===== config.mk =====
export PLATFORM = sky130hd
export DESIGN_NAME = song_recorder
export DESIGN_NICKNAME = d
export VERILOG_FILES = /design/src/rtl/song_recorder.sv
export SDC_FILE = /design/constraint.sdc
export NUM_CORES = 1
export LEC_CHECK = 0
export ABC_AREA = 1
export CAP_MARGIN = 10
export CORE_ASPECT_RATIO = 0.6
export CORE_UTILIZATION = 45
export CTS_BUF_LIST = sky130_fd_sc_hd__clkbuf_8
export DETAILED_ROUTE_END_ITERATION = 10
export PLACE_DENSITY = 0.7
export SYNTH_ARGS = -nofsm -noshare
export SYNTH_HDL_FRONTEND = slang
export SYNTH_SLANG_ARGS = --single-unit

===== constraint.sdc =====
create_clock -name clk -period 3.6 [get_ports clk]
set_input_delay 0.72 -clock clk [delete_from_list [all_inputs] [get_ports clk]]
set_output_delay 0.72 -clock clk [all_outputs]
set_load 0.02 [all_outputs]

===== src/rtl/song_recorder.sv =====
// song_recorder: turns beat pulses and note events into WAIT/NOTE/END words for a song RAM.
// Define SONG_RECORDER_ENTRY_CNT_EN to add the entry_count output.
module song_recorder (
    input  logic        clk,
    input  logic        reset_n,
    input  logic        record,
    input  logic [1:0]  song,
    input  logic        beat,
    input  logic [5:0]  note_in,
    input  logic [5:0]  duration_in,
    input  logic        note_valid,
    output logic        note_ready,
    output logic        wr_en,
    output logic [8:0]  wr_addr,
    output logic [15:0] wr_data,
    output logic        recording,
    output logic        rec_done,
    output logic        overflow
`ifdef SONG_RECORDER_ENTRY_CNT_EN
    ,
    output logic [7:0]  entry_count
`endif
);

    localparam int unsigned IDX_W  = 7;
    localparam int unsigned BEAT_W = 6;
    localparam logic [IDX_W-1:0]  IDX_LAST = IDX_W'(127);
    localparam logic [BEAT_W-1:0] BEAT_MAX = BEAT_W'(63);

    typedef enum logic [2:0] {
        S_IDLE,
        S_REC,
        S_WR_WAIT,
        S_WR_NOTE,
        S_WR_END,
        S_DONE
    } state_t;

    state_t              state_q, state_d;
    logic [1:0]          song_q, song_d;
    logic [IDX_W-1:0]    index_q, index_d;
    logic [BEAT_W-1:0]   beat_cnt_q, beat_cnt_d;
    logic                held_q, held_d;
    logic [5:0]          hold_note_q, hold_note_d;
    logic [5:0]          hold_dur_q, hold_dur_d;
    logic                armed_q, armed_d;
    logic                overflow_d;
    logic                note_ready_d, wr_en_d, recording_d, rec_done_d;
    logic [8:0]          wr_addr_d;
    logic [15:0]         wr_data_d;
    logic [BEAT_W-1:0]   cnt_inc;
    logic [IDX_W-1:0]    idx_inc;
    logic                note_ok;
`ifdef SONG_RECORDER_ENTRY_CNT_EN
    logic [7:0]          entry_cnt_q, entry_cnt_d;
`endif

    // Next-state, datapath and next-output logic; outputs are registered from the *_d values
    always_comb begin
        state_d      = state_q;
        song_d       = song_q;
        index_d      = index_q;
        beat_cnt_d   = beat_cnt_q;
        held_d       = held_q;
        hold_note_d  = hold_note_q;
        hold_dur_d   = hold_dur_q;
        armed_d      = armed_q;
        overflow_d   = overflow;
        cnt_inc      = (beat && (beat_cnt_q != BEAT_MAX)) ? beat_cnt_q + BEAT_W'(1) : beat_cnt_q;
        idx_inc      = index_q + IDX_W'(1);
        note_ok      = note_valid && ((note_in != 6'd0) || (duration_in != 6'd0));

        case (state_q)
            S_IDLE: begin
                if (!record) begin
                    armed_d = 1'b1;
                end else if (armed_q) begin
                    song_d     = song;
                    index_d    = '0;
                    beat_cnt_d = '0;
                    overflow_d = 1'b0;
                    held_d     = 1'b0;
                    armed_d    = 1'b0;
                    state_d    = S_REC;
                end
            end
            S_REC: begin
                // A beat coinciding with a note or record drop counts into the pending WAIT
                beat_cnt_d = cnt_inc;
                if (!record) begin
                    state_d = (cnt_inc != '0) ? S_WR_WAIT : S_WR_END;
                end else if (index_q == IDX_LAST) begin
                    overflow_d = 1'b1;
                    state_d    = S_WR_END;
                end else if (beat_cnt_q == BEAT_MAX) begin
                    state_d = S_WR_WAIT;
                end else if (note_ok) begin
                    held_d      = 1'b1;
                    hold_note_d = note_in;
                    hold_dur_d  = duration_in;
                    state_d     = (cnt_inc != '0) ? S_WR_WAIT : S_WR_NOTE;
                end
            end
            S_WR_WAIT: begin
                index_d    = idx_inc;
                beat_cnt_d = beat ? BEAT_W'(1) : BEAT_W'(0);
                if (idx_inc == IDX_LAST) begin
                    // Capacity reached while the take was still live: truncated
                    if (held_q || record) overflow_d = 1'b1;
                    held_d  = 1'b0;
                    state_d = S_WR_END;
                end else if (held_q) begin
                    state_d = S_WR_NOTE;
                end else if (!record) begin
                    state_d = S_WR_END;
                end else begin
                    state_d = S_REC;
                end
            end
            S_WR_NOTE: begin
                index_d    = idx_inc;
                held_d     = 1'b0;
                beat_cnt_d = cnt_inc;
                if (idx_inc == IDX_LAST) begin
                    if (record) overflow_d = 1'b1;
                    state_d = S_WR_END;
                end else if (!record) begin
                    state_d = S_WR_END;
                end else begin
                    state_d = S_REC;
                end
            end
            S_WR_END: state_d = S_DONE;
            S_DONE:   state_d = S_IDLE;
            default:  state_d = S_IDLE;
        endcase

        wr_en_d      = (state_d == S_WR_WAIT) || (state_d == S_WR_NOTE) || (state_d == S_WR_END);
        wr_addr_d    = {song_d, index_d};
        wr_data_d    = 16'h0000;
        if (state_d == S_WR_WAIT) wr_data_d = {1'b1, beat_cnt_d, 9'd0};
        if (state_d == S_WR_NOTE) wr_data_d = {1'b0, hold_note_d, hold_dur_d, 3'b000};
        recording_d  = (state_d != S_IDLE) && (state_d != S_DONE);
        rec_done_d   = (state_d == S_DONE);
        note_ready_d = (state_d == S_REC) && (beat_cnt_d != BEAT_MAX);

`ifdef SONG_RECORDER_ENTRY_CNT_EN
        entry_cnt_d = entry_cnt_q;
        if ((state_q == S_IDLE) && (state_d == S_REC)) entry_cnt_d = 8'd0;
        else if (wr_en_d) entry_cnt_d = entry_cnt_q + 8'd1;
`endif
    end

    // State, datapath and registered outputs
    always_ff @(posedge clk or negedge reset_n) begin
        if (!reset_n) begin
            state_q     <= S_IDLE;
            song_q      <= '0;
            index_q     <= '0;
            beat_cnt_q  <= '0;
            held_q      <= 1'b0;
            hold_note_q <= '0;
            hold_dur_q  <= '0;
            armed_q     <= 1'b0;
            overflow    <= 1'b0;
            note_ready  <= 1'b0;
            wr_en       <= 1'b0;
            wr_addr     <= '0;
            wr_data     <= '0;
            recording   <= 1'b0;
            rec_done    <= 1'b0;
        end else begin
            state_q     <= state_d;
            song_q      <= song_d;
            index_q     <= index_d;
            beat_cnt_q  <= beat_cnt_d;
            held_q      <= held_d;
            hold_note_q <= hold_note_d;
            hold_dur_q  <= hold_dur_d;
            armed_q     <= armed_d;
            overflow    <= overflow_d;
            note_ready  <= note_ready_d;
            wr_en       <= wr_en_d;
            wr_addr     <= wr_addr_d;
            wr_data     <= wr_data_d;
            recording   <= recording_d;
            rec_done    <= rec_done_d;
        end
    end

`ifdef SONG_RECORDER_ENTRY_CNT_EN
    always_ff @(posedge clk or negedge reset_n) begin
        if (!reset_n) entry_cnt_q <= 8'd0;
        else          entry_cnt_q <= entry_cnt_d;
    end

    assign entry_count = entry_cnt_q;
`endif

endmodule


==> results.md, run 1 <==
- Grt ovf: 0
- Clock share of power: 0.152
- Final Hold Fails: 0
- Gpl congestion: 0.907
- Synth top area cells: dfrtp_1 47%, nand2_1 11%, inv_1 6.8%, nand3_1 6.2%, nor2_1 3.9%
- Fin area: 3240 um2
- Ant diodes: 0
- Startpoint Class: input port
- Final Cycle Share: 0.738
- Seq pwr share: 0.395
- Final #Nets: 395
- Routed wire length: 5850 um
- Tmin final: 2.66 ns
- Post-synthesis cell type count: 39
- Layout overhead on the synthesized area: 21.7%
- Capturing point of the worst reg2reg path: wr_data[9]$_DFF_PN0_
- Clk pin slew, worst setup/hold paths: 0.10 ns
- Seq cells post-synth: 50
- Max-slew violation count: 0
- Worst slew pin tran: 0.771 ns
- CP Max Fanout: 25
- Clk sinks: 50
- Placed Area: 3160 um2
- Max clock buf depth: 2
- DIE WIDTH: 101 um
- CP Class: in -> reg
- Crit. End Element: register
- Gr usage total: 0.201
- Switching share of power: 0.425
- Maximum VDD drop: 0.313 mV
- Slew margin rel.: 0.486
- DP HPWL: 4450 um
- Post-Syn Area: 2660 um2
- Final setup vio count: 0
- Port bufs: 45
- Register-to-Register Path Depth: 8
- Die Y: 61.6 um
- Number of max-cap violations: 0
- Syn. warnings: 0
- Commonest cells in the netlist: 78 x nand2_1, 50 x dfrtp_1, 48 x inv_1
- Max Fclk: 376 MHz
- Drt wl/cell: 12.9 um
- R2R Setup Slk: 1.39 ns
- Synth area leader: dfrtp_1
- Status: completed
- Total number of vias: 2228
- Syn Inst Count: 326
- Gate power share: 0.453
- Drt drc: 0
- 1st-iter DRT viols: 117
- TritonCTS buffer count: 5
- Most frequent cell after synthesis: nand2_1
- Dpl cells: 446
- Layout cells sized above 1: 0.121
- Asr flop ratio synth: 1.00
- Initial antenna violation count: 0
- # IOs: 49
- EDFF count, synth: 0
- Clk_lat worst skew: 0.30 ns
- H-tree Lvls: 2
- R2R Path Start: index_q[0]$_DFFE_PN0P_
- Post-route ant nets: 0
- Global-route wire length before repair: 9310 um
- Critical path arrival: 2.90 ns
- Core ar.: 5650 um2
- Starting Density: 0.472
- Required time of the critical path: 3.84 ns
- Leak: 1.61 nW
- Clock Skew: 0.00828 ns
- Worst min path class: in -> async
- Net Switching: 0.901 mW
- Sequential cell area fraction in the yosys report: 0.470
- CTS tree: yes
- Standard-cell rows: 21
- Post-synth top flop: dfrtp_1
- Clk root buf: clkbuf_8
- RSZ-0062 raised after global routing: false
- Post-CTS Setup Bufs: 0
- Hold_buf cts: 0
- Post-synth top area share: 0.470
- Die ar.: 6240 um2
- Non-Filler Instances: 453
- Syn avg cell area: 8.17 um2
- PwrDens: 654 nW/um2
- Largest net degree at the start of global routing: 35
- Vias in the first global route: 1945
- TNS Setup: 0 ns
- Pre-antenna DRT Iters: 4
- Power Internal: 1.22 mW
- DR vias/cell: 4.92
- Post-cts resize count: 0
-- kinds of logic after synthesis --
kind of cell / count (synthesis) / share of synthesized area
buffers and inverters: 59 / 0.0968
xor gates and xnor gates: 3 / 0.00987
AOI/OAI and AO/OA: 38 / 0.0935
adders and majority gates: 3 / 0.0141
DFF: 50 / 0.470
other: 1 / 0.00141
muxes: 2 / 0.00845
and+or+nand+nor: 170 / 0.306
-- through the flow --
stage	power, mW	worst slack, ns	util	hold WS [ns]
floorplan	1.50	1.69	-	0.424
global placement	1.79	0.693	0.559	0.483
detailed placement	1.80	0.655	0.559	0.477
CTS	2.12	0.964	0.574	0.500
global route	2.27	0.758	0.574	0.525
finish	2.12	0.943	0.574	0.489
-- registers in the layout, summed over array words and instances (netlist names) --
register,count
wr_data,13
beat_cnt_q,6
hold_dur_q,6
hold_note_q,6
index_q,6
state_q,3
song_q,2
armed_q,1
held_q,1
note_ready,1
overflow,1
rec_done,1
recording,1
wr_addr,1
wr_en,1
-- routing by layer --
| metal | share of wire | global-route usage |
|---|---|---|
| met2 | 0.42 | 0.282 |
| met5 | 0 | 0 |
| met3 | 0.075 | 0.0533 |
| met1 | 0.50 | 0.304 |
| met4 | 0.0068 | 0.0559 |
-- worst max-delay path: stages --
cell and delay, ns:
clkdlybuf4s50_1 0.50, nor2_1 0.06, and3_1 0.17, a21boi_1 0.46, nand2_2 0.39, o21ai_0 0.39
nand3_1 0.13, nand2_1 0.09
-- cells in the final DEF (no fill, tap or decap), types with 2 or more instances in the layout --
cell / n
inv_2: 3
nor2_2: 6
conb_1: 3
inv_1: 48
clkinvlp_4: 2
nor2_1: 28
o21ai_0: 15
o21bai_1: 2
nor2_4: 2
nand3_2: 4
nand2_1: 78
nand2_4: 4
clkdlybuf4s50_1: 44
clkbuf_8: 5
ha_1: 3
dfrtp_1: 50
nand4_1: 3
nand3_1: 33
a21oi_1: 2
xor2_1: 2
o22ai_1: 8
mux2_2: 2
nand2_2: 8
-- layout make-up --
class	count	area, um2
repair buffers	46	453
well taps	80	100
multi-input cells	219	1160
inverters	51	191
clock buffers	5	68.8
fillers	512	2410
flip-flops and latches	50	1250
clock inverters	2	15.0
-- power by group through the flow --
stage,sequential [mW],clock (mW),combinational [mW]
finish,0.838,0.321,0.960
global route,0.860,0.348,1.06
CTS,0.838,0.325,0.960
detailed placement,0.847,0,0.953
global placement,0.848,0,0.941
floorplan,0.915,0,0.590
-- worst max-delay path by stage --
| stage | start | end | slack, ns | depth (start not counted) |
|---|---|---|---|---|
| CTS | duration_in[3] | wr_data[9]$_DFF_PN0_ | 0.96 | 8 |
| global route | duration_in[2] | wr_data[14]$_DFF_PN0_ | 0.76 | 8 |
| finish | duration_in[2] | wr_data[9]$_DFF_PN0_ | 0.94 | 8 |
| global placement | duration_in[2] | wr_data[9]$_DFF_PN0_ | 0.69 | 8 |
| floorplan | index_q[1]$_DFFE_PN0P_ | wr_data[9]$_DFF_PN0_ | 1.69 | 13 |
| detailed placement | duration_in[3] | wr_data[9]$_DFF_PN0_ | 0.65 | 8 |
Note: power is estimated with default switching activity, not from simulation.
==> run 2, diff against run 1 <==
- clock period: 3.6 -> 2.45 ns (I/O delays scaled with it)
==> run 2 against run 1 <==
Compared with the run above:
- sequential power is 47% higher
- count of clock-buffer cells in the layout unchanged
- worst hold slack got worse by 0.34 ns
- non-clock buffer count rose by 8
- first-iteration DRC count rose by 21%
- clock skew shrank 0.0041 ns
- wire length down 2.2%
- total power rose by 56%
==> results.md, run 2 (synthesized netlist as in run 1, its figures left out) <==
- Status: completed
- Met1 usage: 0.316
- Starting Density: 0.472
- Gpl congestion: 0.952
- Final Hold Fails: 0
- Max-slew violation count: 0
- Tmin final: 2.20 ns
- Ant diodes: 0
- Maximum VDD drop: 0.595 mV
- Capturing point of the worst reg2reg path: wr_data[5]$_DFF_PN0_
- CTS tree: yes
- Max FFs per register: 13
- Crit. End Element: register
- TritonCTS buffer count: 5
- Routed wire length: 5730 um
- DR vias/cell: 4.85
- Commonest non-fill, non-tap cell in the layout: nand2_1
- Port bufs: 45
- Gr busiest metal: met1
- Clk_lat worst skew: 0.30 ns
- Startpoint Class: register
- R2R Path Start: index_q[0]$_DFFE_PN0P_
- Layout cells sized above 1: 0.139
- Grt ovf: 0
- Global-route wire length before repair: 9230 um
- Most frequent cells in the layout: 78 x nand2_1, 50 x dfrtp_1, 49 x inv_1, 44 x clkdlybuf4s50_1, 33 x nand3_1
- Multi-input gate area: 1160 um2
- Post-route ant nets: 0
- Fin area: 3340 um2
- Initial antenna violation count: 0
- Hold_buf cts: 0
- # IOs: 49
- Dpl cells: 454
- Reg with most FFs: wr_data
- Core ar.: 5650 um2
- Drt drc: 0
- Clk root buf: clkbuf_8
- CP Class: reg -> reg
- Final setup vio count: 0
- Placed Area: 3230 um2
- Max Fclk: 455 MHz
- GR Layer Usage met2: 0.267
- Drt wl/cell: 12.4 um
- Slowest cell on crit path: dfrtp_1
- Storage cell area: 1250 um2
- Clk pin slew, worst setup/hold paths: 0.09 ns
- Non-Filler Instances: 462
- Die ar.: 6240 um2
- Layout overhead on the synthesized area: 25.4%
- Worst min path class: in -> async
- Delay of the slowest critical-path stage: 0.45 ns
- Clock Skew: 0.00420 ns
- Post-CTS Setup Bufs: 0
- DP HPWL: 4340 um
- Number of max-cap violations: 0
- 1st-iter DRT viols: 141
- Total number of vias: 2240
- Slew margin rel.: 0.662
- Leak: 1.68 nW
- Standard-cell rows: 21
- Clk sinks: 50
- Met3 Resource Use GR: 0.0488
- Filler instances: 515
- R2R Setup Slk: 0.25 ns
- Crit-path cells: ha_1 > nand3_1 > nand2_1 > nor3_2 > nand2_2 > o21ai_0 > nor2_1
- Worst slew pin tran: 0.507 ns
- CP Max Fanout: 25
- PwrDens: 990 nW/um2
- Register-to-Register Path Depth: 7
- Required time of the critical path: 2.63 ns
- Final #Nets: 403
- Critical path arrival: 2.38 ns
- H-tree Lvls: 2
- RSZ-0062 raised after global routing: false
- Vias in the first global route: 1943
- Final Cycle Share: 0.896
- Pre-antenna DRT Iters: 4
- Max clock buf depth: 2
- Die Y: 61.6 um
- Largest net degree at the start of global routing: 31
- DIE WIDTH: 101 um
- Post-cts resize count: 0
- Gr usage total: 0.202
[run 2: cell type report]
cell class | count | share of cell area
Clock buffer | 5 | 0.0206
Sequential cell | 50 | 0.375
Inverter | 51 | 0.0573
Multi-Input combinational cell | 219 | 0.348
Timing Repair Buffer | 54 | 0.157
Clock inverter | 3 | 0.0124
Tap cell | 80 | 0.0300
[run 2: critical path: cells and delay by family (launching register included)]
family                     cells  cell delay [ns]
AOI/OAI and AO/OA              1             0.40
adders and majority gates      1             0.28
DFF                            1             0.45
and+or+nand+nor                5             0.94
[run 2: routing by layer]
metal | share of wire | wire, um | vias up
li1 | - | - | 1138
met1 | 0.54 | 3070 | 1040
met2 | 0.39 | 2260 | 58
met3 | 0.059 | 337 | 4
met4 | 0.010 | 57 | 0
met5 | 0 | 0 | -
[run 2: worst max-delay path by stage]
stage | start | end | slack [ns] | depth (start not counted)
2_1_floorplan | index_q[1]$_DFFE_PN0P_ | wr_data[9]$_DFF_PN0_ | 0.54 | 13
3_3_place_gp | beat | wr_data[5]$_DFF_PN0_ | 0.05 | 14
3_5_place_dp | beat | wr_data[7]$_DFF_PN0_ | -0.03 | 14
4_1_cts | index_q[0]$_DFFE_PN0P_ | wr_data[11]$_DFF_PN0_ | 0.27 | 8
5_1_grt | index_q[0]$_DFFE_PN0P_ | wr_data[10]$_DFF_PN0_ | 0.05 | 8
6_report | index_q[0]$_DFFE_PN0P_ | wr_data[5]$_DFF_PN0_ | 0.25 | 7
[run 2: where the power goes]
group          internal [mW]  switching [mW]
clock                  0.301           0.274
sequential              1.08           0.150
combinational          0.588           0.916
[run 2: through the flow]
stage / setup WS (ns) / utilization / setup TNS, ns / hold slack, ns / power, mW
floorplan: 0.536 / - / 0 / 0.194 / 2.21
global placement: 0.0470 / 0.572 / 0 / 0.464 / 2.71
detailed placement: -0.0280 / 0.572 / -0.137 / 0.469 / 2.73
CTS: 0.273 / 0.591 / 0 / 0.153 / 3.32
global route: 0.0514 / 0.591 / 0 / 0.171 / 3.56
finish: 0.254 / 0.591 / 0 / 0.146 / 3.31
==> run 3, diff against run 2 <==
- MAX_ROUTING_LAYER: unset -> met4
==> run 3 against run 2 <==
Compared with the run above:
- clock skew up 0.0043 ns
- utilization shrank 0.31 points
- count of clock-buffer cells in the layout stayed put
==> results.md, run 3 (synthesized netlist as in run 1, its figures left out) <==
- Crit-path cells: clkdlybuf4s50_1 > nand2_1 > nor2_2 > nand3_1 > nand2_1 > nand2_1 > nor2_1 > nand2_2 > nand2_1 > nand2_1 > nand2_2 > buf_12 > nand3_1 > nand2_1
- Storage cell area: 1250 um2
- CP startpoint: beat
- Drt drc: 0
- Worst min path class: in -> async
- Ant diodes: 0
- Status: completed
- Placed Area: 3230 um2
- Final Cycle Share: 0.899
- CTS tree: yes
- Dpl cells: 454
- # IOs: 49
- Max clock buf depth: 2
- Die ar.: 6240 um2
- Clk sinks: 50
- Final Hold Fails: 0
- Max-slew violation count: 0
- R2R Path Start: index_q[0]$_DFFE_PN0P_
- Total Power: 3.24 mW
- Clock Skew: 0.00852 ns
- Filler instances: 513
- Non-Filler Instances: 462
- Tmin final: 2.20 ns
- H-tree Lvls: 2
- Final setup vio count: 0
- DIE WIDTH: 101 um
- Startpoint Class: input port
- PwrDens: 974 nW/um2
- 1st-iter DRT viols: 102
- Pre-CTS setup slack: -0.129 ns
- Drt wl/cell: 12.4 um
- Clk root buf: clkbuf_8
- Critical path arrival: 2.45 ns
- Commonest non-fill, non-tap cell in the layout: nand2_1
- Clk_lat worst skew: 0.31 ns
- Worst Path Buf+Inv: 2
- Pre-antenna DRT Iters: 4
- Final worst slack: 0.247 ns
- DP HPWL: 4570 um
- Slew margin rel.: 0.673
- Core ar.: 5650 um2
- Clk pin slew, worst setup/hold paths: 0.09 ns
- Slowest cell on crit path: clkdlybuf4s50_1
- Grt ovf: 0
- Starting Density: 0.472
- Routed wire length: 5750 um
- TritonCTS buffer count: 5
- Gpl congestion: 0.917
- Initial antenna violation count: 0
- Top delay family on crit path: simple AND/OR/NAND/NOR gates
- Final #Nets: 403
- Multi-input gate area: 1160 um2
- Gr usage total: 0.214
- RSZ-0062 raised after global routing: false
- Vias in the first global route: 2055
- Delay of the slowest critical-path stage: 0.56 ns
- Max FFs per register: 13
- TNS Setup: 0 ns
- Port bufs: 45
- Crit-path most repeated cell: nand2_1
- Largest net degree at the start of global routing: 26
- Global-route wire length before repair: 9670 um
- Die Y: 61.6 um
- Required time of the critical path: 2.69 ns
- Worst slew pin tran: 0.486 ns
- Maximum VDD drop: 0.626 mV
- CP Max Fanout: 6
- Post-route ant nets: 0
- Reg with most FFs: wr_data
- Leak: 1.67 nW
- Crit. End Element: register
- CP Class: in -> reg
- Max Fclk: 454 MHz
- Total number of vias: 2217
- Fin area: 3320 um2
- Most frequent cells in the layout: 77 x nand2_1, 50 x dfrtp_1, 48 x inv_1, 44 x clkdlybuf4s50_1, 33 x nand3_1
- Layout cells sized above 1: 0.144
- Number of max-cap violations: 0
- Layout overhead on the synthesized area: 24.8%
- DR vias/cell: 4.80
- Standard-cell rows: 21
[run 3: final cells by class]
type | instances | share of cell area
Sequential cell | 50 | 0.377
Multi-Input combinational cell | 219 | 0.351
Timing Repair Buffer | 54 | 0.158
Inverter | 51 | 0.0576
Tap cell | 80 | 0.0301
Clock buffer | 5 | 0.0207
Clock inverter | 3 | 0.00640
[run 3: path summary, 6_finish.rpt]
path / endpoint / slack (ns) / depth (start not counted)
worst min-delay path: hold_note_q[4]$_DFF_PN0_ / 0.06 / 1
worst max register to register: wr_data[12]$_DFF_PN0_ / 0.26 / 13
worst min register to register: hold_note_q[4]$_DFF_PN0_ / 0.48 / 2
max in group asynchronous: held_q$_DFFE_PN0P_ / 1.83 / 2
worst max-delay path: wr_data[12]$_DFF_PN0_ / 0.25 / 14
min in group clk: hold_note_q[4]$_DFF_PN0_ / 0.48 / 2
[run 3: report_power, final]
group / switching [mW] / leakage [nW] / internal, mW
combinational: 0.918 / 0.972 / 0.605
sequential: 0.149 / 0.651 / 1.08
clock: 0.284 / 0.0441 / 0.201
total: 1.35 / 1.67 / 1.89
[run 3: through the flow]
step / hold slack, ns / util
after floorplan: 0.194 / -
after CTS: 0.0639 / 0.588
after global routing: 0.0808 / 0.588
after detailed placement: 0.399 / 0.572
after global placement: 0.402 / 0.572
final: 0.0558 / 0.588
[run 3: per-layer routing]
layer  vias to the layer above  part of all wire  track usage
met2                        45              0.40        0.296
li1                       1148                 -            -
met5                         -                 0            -
met3                         7             0.044       0.0409
met4                         0            0.0089       0.0497
met1                      1017              0.55        0.320
[run 3: what timing repair did]
item | in CTS | in global routing
setup buffers | 0 | 0
resized for setup | 0 | 1
setup endpoints to repair | 0 | 6
hold buffers | 0 | 0
